--- src/rtl/inst_prefetch_buf.sv ---
// Instruction prefetch queue: streams sequential ROM words into a small FIFO for the fetch stage.
// Optional statistics counters are enabled with the PREFETCH_STATS_EN macro.
module inst_prefetch_buf #(
  parameter int unsigned DEPTH    = 4,
  parameter logic [31:0] RESET_PC = 32'h00000000
) (
  input  logic                    clk,
  input  logic                    rst,
  output logic                    rom_ce,
  output logic [31:0]             rom_addr,
  input  logic [31:0]             rom_inst,
  output logic                    out_valid,
  input  logic                    out_ready,
  output logic [31:0]             out_pc,
  output logic [31:0]             out_inst,
  input  logic                    redirect,
  input  logic [31:0]             redirect_pc,
  output logic [$clog2(DEPTH):0]  count
`ifdef PREFETCH_STATS_EN
  ,
  output logic [31:0]             stall_cnt,
  output logic [31:0]             redirect_cnt
`endif
);

  localparam int unsigned PW = $clog2(DEPTH);
  localparam int unsigned CW = PW + 1;
  localparam logic [CW-1:0] FULL_CNT = CW'(DEPTH);

  typedef enum logic [0:0] {
    ST_BOOT = 1'b0,
    ST_RUN  = 1'b1
  } state_t;

  state_t          state_r;
  logic [31:0]     fetch_pc_r;
  logic [PW-1:0]   head_r;
  logic [PW-1:0]   tail_r;
  logic [CW-1:0]   count_r;
  logic            valid_r;
  logic [31:0]     out_pc_r;
  logic [31:0]     out_inst_r;
  logic [31:0]     entry_pc_r   [DEPTH];
  logic [31:0]     entry_inst_r [DEPTH];

  logic            rom_ce_s;
  logic            push_s;
  logic            pop_s;
  logic [PW-1:0]   head_n_s;
  logic [PW-1:0]   tail_n_s;
  logic [CW-1:0]   count_n_s;
  logic [31:0]     fetch_pc_n_s;
  logic [31:0]     head_pc_n_s;
  logic [31:0]     head_inst_n_s;

  // Fetch issue depends only on registered occupancy and redirect, never on out_ready.
  assign rom_ce_s = (state_r == ST_RUN) && (count_r < FULL_CNT) && !redirect;
  assign push_s   = rom_ce_s;
  assign pop_s    = valid_r && out_ready && !redirect;

  assign rom_ce    = rom_ce_s;
  assign rom_addr  = fetch_pc_r;
  assign out_valid = valid_r;
  assign out_pc    = out_pc_r;
  assign out_inst  = out_inst_r;
  assign count     = count_r;

  // Next pointer, occupancy and fetch address; redirect flushes and suppresses push/pop.
  always_comb begin
    head_n_s     = head_r;
    tail_n_s     = tail_r;
    count_n_s    = count_r;
    fetch_pc_n_s = fetch_pc_r;
    if (redirect) begin
      head_n_s     = tail_r;
      tail_n_s     = tail_r;
      count_n_s    = '0;
      fetch_pc_n_s = redirect_pc & 32'hFFFF_FFFC;
    end else begin
      if (push_s) begin
        tail_n_s     = tail_r + PW'(1);
        fetch_pc_n_s = fetch_pc_r + 32'd4;
      end else begin
        tail_n_s     = tail_r;
        fetch_pc_n_s = fetch_pc_r;
      end
      if (pop_s) begin
        head_n_s = head_r + PW'(1);
      end else begin
        head_n_s = head_r;
      end
      case ({push_s, pop_s})
        2'b10:   count_n_s = count_r + CW'(1);
        2'b01:   count_n_s = count_r - CW'(1);
        default: count_n_s = count_r;
      endcase
    end
  end

  // Head entry for the next cycle, bypassing the slot being written when it becomes the head.
  always_comb begin
    head_pc_n_s   = 32'd0;
    head_inst_n_s = 32'd0;
    if (count_n_s != '0) begin
      if (push_s && (head_n_s == tail_r)) begin
        head_pc_n_s   = fetch_pc_r;
        head_inst_n_s = rom_inst;
      end else begin
        head_pc_n_s   = entry_pc_r[head_n_s];
        head_inst_n_s = entry_inst_r[head_n_s];
      end
    end else begin
      head_pc_n_s   = 32'd0;
      head_inst_n_s = 32'd0;
    end
  end

  // Control state, pointers and registered output stage.
  always_ff @(posedge clk) begin
    if (!rst) begin
      state_r    <= ST_BOOT;
      fetch_pc_r <= RESET_PC;
      head_r     <= '0;
      tail_r     <= '0;
      count_r    <= '0;
      valid_r    <= 1'b0;
      out_pc_r   <= 32'd0;
      out_inst_r <= 32'd0;
    end else begin
      case (state_r)
        ST_BOOT: state_r <= ST_RUN;
        ST_RUN:  state_r <= ST_RUN;
        default: state_r <= ST_BOOT;
      endcase
      fetch_pc_r <= fetch_pc_n_s;
      head_r     <= head_n_s;
      tail_r     <= tail_n_s;
      count_r    <= count_n_s;
      valid_r    <= (count_n_s != '0);
      out_pc_r   <= head_pc_n_s;
      out_inst_r <= head_inst_n_s;
    end
  end

  // FIFO storage, written at the tail on every fetch.
  always_ff @(posedge clk) begin
    if (!rst) begin
      for (int i = 0; i < int'(DEPTH); i++) begin
        entry_pc_r[i]   <= 32'd0;
        entry_inst_r[i] <= 32'd0;
      end
    end else if (push_s) begin
      entry_pc_r[tail_r]   <= fetch_pc_r;
      entry_inst_r[tail_r] <= rom_inst;
    end
  end

`ifdef PREFETCH_STATS_EN
  logic [31:0] stall_cnt_r;
  logic [31:0] redirect_cnt_r;

  assign stall_cnt    = stall_cnt_r;
  assign redirect_cnt = redirect_cnt_r;

  // Saturating counters of consumer stalls and accepted redirects.
  always_ff @(posedge clk) begin
    if (!rst) begin
      stall_cnt_r    <= 32'd0;
      redirect_cnt_r <= 32'd0;
    end else begin
      if (out_ready && !valid_r && (state_r == ST_RUN) && (stall_cnt_r != 32'hFFFF_FFFF)) begin
        stall_cnt_r <= stall_cnt_r + 32'd1;
      end
      if (redirect && (redirect_cnt_r != 32'hFFFF_FFFF)) begin
        redirect_cnt_r <= redirect_cnt_r + 32'd1;
      end
    end
  end
`endif

endmodule
--- config.mk ---
export PLATFORM = sky130hd
export DESIGN_NAME = inst_prefetch_buf
export DESIGN_NICKNAME = d
export VERILOG_FILES = /design/src/rtl/inst_prefetch_buf.sv
export SDC_FILE = /design/constraint.sdc
export NUM_CORES = 1
export LEC_CHECK = 0
export ABC_AREA = 1
export ABC_CLOCK_PERIOD_IN_PS = 3550
export CAP_MARGIN = 20
export CORE_MARGIN = 1
export CORE_UTILIZATION = 57
export DETAILED_ROUTE_END_ITERATION = 6
export GPL_ROUTABILITY_DRIVEN = 0
export PLACE_DENSITY = 0.79
export SYNTH_ARGS = -nofsm -noshare
export SYNTH_HDL_FRONTEND = slang
export SYNTH_SLANG_ARGS = --single-unit
--- constraint.sdc ---
create_clock -name clk -period 3.55 [get_ports clk]
set_input_delay 0.355 -clock clk [delete_from_list [all_inputs] [get_ports clk]]
set_output_delay 0.355 -clock clk [all_outputs]
set_load 0.01 [all_outputs]
---- After elaboration in Yosys (flattened, before gate mapping) ----
Memory sizes are Yosys's and may differ from the RTL's. A register that Yosys moved wholly into a read port is not among the register bits.
Index checks and enable logic that the tools add are counted.
word-level totals
  logic and storage cells ................. 50
  RAM bits ................................ 256
  memories ................................ 2
  input port bits ......................... 68
  output and inout bits ................... 101
  register bits ........................... 41
memory list
  name          words  bits a word  rd ports  clocked after Yosys merged registers in  wr ports  RTL line  text
  entry_inst_r  4      32           1         1                                        4         44        logic [31:0] entry_inst_r [DEPTH];
  entry_pc_r    4      32           1         1                                        4         43        logic [31:0] entry_pc_r [DEPTH];
operators by class
  eq/ne operators ......................... 2
  multiplexer cells ....................... 17
  add/sub/neg operators ................... 5
  bitwise gates (word level) .............. 2
  reductions and logical operators ........ 14
  $lt $le $gt $ge ......................... 1
operator list
  kind                     count
  $mux W32                 4
  $reduce_or A32 Y1        2
  $add A32 B3 Y32 const B  1
  $mux W2                  4
  $mux W1                  7
  $pmux W3 S2              1
  $add A2 B1 Y2 const B    2
  $logic_and A1 B1 Y1      4
  $reduce_and A2 Y1        2
  $add A3 B1 Y3 const B    1
  $logic_not A1 Y1         3
  $lt A3 B3 Y1 const B     1
  $mux W3                  1
  $reduce_bool A3 Y1       1
  $sub A3 B1 Y3 const B    1
  $eq A2 B1 Y1 const B     1
  $eq A2 B2 Y1 const B     1
  $not A1 Y1               2
  $reduce_bool A2 Y1       1
  $reduce_or A2 Y1         1

---- Longest topological paths before layout ----
  depth after elaboration ................. 9
  depth in mapped cells ................... 15
  depth with buffers taken out ............ 12

---- Least setup slack after synthesis ----
OpenSTA, ideal clock, no wires.
  path kind ............................... register to register
  from .................................... reg count_r[2] (netlist: count[2])
  to ...................................... mem entry_inst_r[0][0], enable pin
  clock period less this slack ............ 2.993 ns
  arrival ................................. 2.318 ns
  stages on the path, launching flop included .. 9
  slack ................................... 0.557 ns
  library setup time ...................... 0.675 ns
  buffers on the path ..................... 1
  required time ........................... 2.875 ns
  cell sequence ........................... dfxtp_1 -> inv_2 -> nand2_2 -> nor2_4 -> nand2_2 -> nor2_2 -> nand2_1 -> clkbuf_1 -> nand2_1
RTL lines
  element                   RTL line  text
  start: declaration        39        logic [CW-1:0] count_r;
  start signal: assignment  138       count_r <= count_n_s;
  end: declaration          44

---- Worst setup path after layout ----
  from .................................... in redirect
  to ...................................... reg out_inst_r[20] (netlist: out_inst[20]) (read register of entry_inst_r)
on the way
  word-level cells in the longest chain between the ends .. 8
  elaborated cells between the ends (all ways) .. 12
  classes of those cells .................. eq/ne (2); mux (4); reduce/logical (6)
ends and longest elaborated chain
  element                                              RTL line  text
  start: declaration                                   16        input logic redirect,
  $logic_not A1 Y1                                     57, 59
  $logic_and A1 B1 Y1, on equally long branches        59, 57
  $eq A2 B1 Y1 / $eq A2 B2 Y1 (equally long branches)  92        case ({push_s, pop_s})
  $pmux W3 S2                                          92
  $mux W3                                              74        if (redirect) begin
  $reduce_bool A3 Y1                                   104       if (count_n_s != '0) begin
  $reduce_and A2 Y1 (no source line)                   -
  $logic_not A1 Y1 (no source line)                    -
  end: declaration                                     42        logic [31:0] out_inst_r;
Parallel ways exist; a longest one is shown, timed or not.
A chain may end at the register's enable or synchronous reset.

==> flow_summary_export.csv <==
group,metric,value,unit
clock_tree,cts-resized-gates,0,
setup_path,critPathMaxStageDelay,780,ps
grt,overflow,0,
floorplanning,dieWidth,170,um
grt,grt_max_degree,125,
clock_tree,cts_made_buffers,37,
layout,drive_above_1_share,0.0550,
grt,antenna_found_initial,1,
clock_tree,cts_tree,"done",
floorplanning,rows,61,
timing,finalSetupViolations,0,
outcome,status,"completed",
timing,fin_setup_tns,0,ps
grt,grt_pass1_wl,68.5,mm
setup_path,crit_buf_inv,4,
timing,setup_ws,669,ps
timing,fin_crit_sh,0.812,
synthesis,syn_area,0.0161,mm^2
synthesis,yosys-top-cells-count,"621 x nand2_1, 248 x edfxtp_1, 229 x nor2_1",
layout,antennaDiodeCount,0,
setup_path,path_cells,"clkdlybuf4s50_1 > buf_4 > nor2_4 > nand2_4 > buf_4 > buf_4 > nor2_1 > nand4_1 > a21oi_1",
setup_path,cpMaxStageDelayCell,"buf_4",
clock_tree,ctsHoldBuffers,0,
timing,drv_slew,0,
synthesis,async_flop_share,0,
placement,place_area,0.0181,mm^2
floorplanning,core_area,0.0279,mm^2
setup_path,cp_max_fo,71,
setup_path,required,3930,ps
routing,drc,0,
timing,tightestPinTransition,957,ps
layout,area_growth_syn_to_layout,19.3,%
synthesis,avgSynthCellArea,8.46,um^2
timing,rsz0062_at_grt,"no",
setup_path,start_kind,"input pin",
floorplanning,initial_core_util,0.579,
synthesis,ys_seq_area_frac,0.587,
routing,first_iter_violations,1540,
grt,grt_pass1_vias,13400,
setup_path,critPathCaptureType,"flip-flop",
clock_tree,postCtsSetupBuffers,0,
setup_path,cpLargestDelayFamily,"buffers and inverters",
power_and_ir_drop,leakage,0.00800,uW
power_and_ir_drop,vdd_drop_max,288,uV
setup_path,path_class,"input pin to flip-flop",
timing,period_needed,2880,ps
floorplanning,die_h,170,um
layout,final_cells,2434,
clock_tree,clock_latency,520,ps
layout,fillCellCount,2134,
run,cap_violations,0,
power_and_ir_drop,power_density,492,mW/mm^2
synthesis,synthFlopType,"edfxtp_1",
clock_tree,clk_pin_slew,60,ps
timing,clock.fmax,347,MHz
routing,first_pass_iters,6,
floorplanning,io_pins,169,
routing,via_per_inst,5.60,
synthesis,ys_ff_latch,349,
clock_tree,cts-root-buf,"clkbuf_16",
synthesis,synth_edf_count,248,
routing,ant_nets,0,
synthesis,ys_types,34,
routing,dr_total_vias,13600,
setup_path,critPathMostFrequentCell,"buf_4",
layout,post-route-cell-area,0.0193,mm^2
timing,slew_headroom,0.362,
layout,num-nets-final,2102,
synthesis,synth.top_cell.area_share,0.461,
clock_tree,cts.htree.levels,2,
synthesis,ys_warn_count,0,
clock_tree,cts.path.max_buffers,3,
timing,hold_viol_final,0,
synthesis,synthCells,1909,
synthesis,synth_most_common_cell,"nand2_1",
timing,clock_skew,23.8,ps
synthesis,yosys.area.top_type,"edfxtp_1",
placement,port_buffers,162,
placement,dp_hpwl,23.9,mm
hold_path,hold_path_class,"input pin to flip-flop",
clock_tree,clock_sinks,349,
placement,dp_cells,2370,
placement,pre_cts_slack,275,ps
setup_path,cp.arrival,3260,ps
synthesis,synthTopCellsByArea,"edfxtp_1 46%, nand2_1 14%, dfxtp_1 13%, nor2_1 5.3%, inv_1 4.8%",
grt,grt_usage,0.305,
routing,wirelength,43.1,mm
routing,wl_per_cell,17.7,um
floorplanning,die_area,0.0290,mm^2
==> worst reg2reg max path, cell delays in order (launching register included) <==
cell	delay, ps
dfxtp_1	330
inv_2	110
nand3_4	140
ha_1	270
fa_1	450
nor2_1	110
nor2_1	40
o21ai_0	110
nand2_1	80
inv_1	70
a21oi_1	80
inv_2	390
buf_4	370
a21oi_1	90
==> cells in the final DEF (no fill, tap or decap), types with 7 or more instances in the layout <==
cell type / count
dfxtp_1: 101
edfxtp_1: 248
buf_4: 29
nor3_1: 67
nor2_1: 229
nand4_1: 66
inv_1: 205
buf_12: 7
a31oi_1: 7
xor2_1: 9
nand3_1: 87
clkdlybuf4s50_1: 162
clkbuf_16: 37
clkbuf_1: 14
a21oi_1: 78
o21ai_0: 39
nand2_1: 615
==> registers in the layout, indices dropped and copies added (netlist names) <==
register,flops
count,3
entry_inst_r,128
entry_pc_r,120
head_r,2
out_inst,32
out_pc,30
out_valid,1
rom_addr,30
state_r,1
tail_r,2
==> layout make-up <==
class                   count  area (um^2)  share of cell area
repair buffers            198         1980               0.103
flip-flops and latches    349         9470               0.492
well taps                 378          473              0.0246
inverters                 213          806              0.0418
clock buffers              54         1020              0.0530
multi-input cells        1232         5400               0.280
clock inverters            10          110             0.00572
==> final timing paths <==
check,start,endpoint,slack [ps],cells past startpoint
min reg2reg,tail_r[1]$_SDFFE_PN0P_,tail_r[1]$_SDFFE_PN0P_,520,2
max reg2reg,count[2]$_SDFF_PN0_,out_inst[20]$_SDFF_PN0_,760,13
min,redirect_pc[3],rom_addr[3]$_SDFFE_PN0P_,410,3
max,redirect,out_inst[20]$_SDFF_PN0_,670,9
==> metrics by stage <==
step / total power (uW) / utilization / hold WS [ps]
floorplan: 5410 / - / 383
finish: 9480 / 0.691 / 412
detailed placement: 5860 / 0.651 / 511
global route: 9780 / 0.691 / 428
CTS: 9490 / 0.691 / 398
global placement: 5830 / 0.651 / 499
==> routing by layer <==
| layer | global-route usage | wire (um) |
|---|---|---|
| met2 | 0.516 | 20700 |
| met1 | 0.394 | 16700 |
| met3 | 0.0509 | 4510 |
| met5 | 0 | 13 |
| met4 | 0.116 | 1140 |
==> logic make-up (layout without fill, tap and decap cells) <==
group	count (synthesis)	in the layout	share of synthesized area
fa+ha+maj	3	3	0.00279
compound gates	129	129	0.0413
other cells	1	4	0.000232
xor+xnor	9	9	0.00488
simple gates	1087	1087	0.281
flops	349	349	0.587
buf+inv	331	475	0.0835
==> where the power goes <==
group | internal [uW] | switching [uW]
Combinational | 394 | 762
Sequential | 4560 | 87.8
Clock | 2140 | 1540
Total | 7090 | 2390
Note: power is estimated with default switching activity, not from simulation.
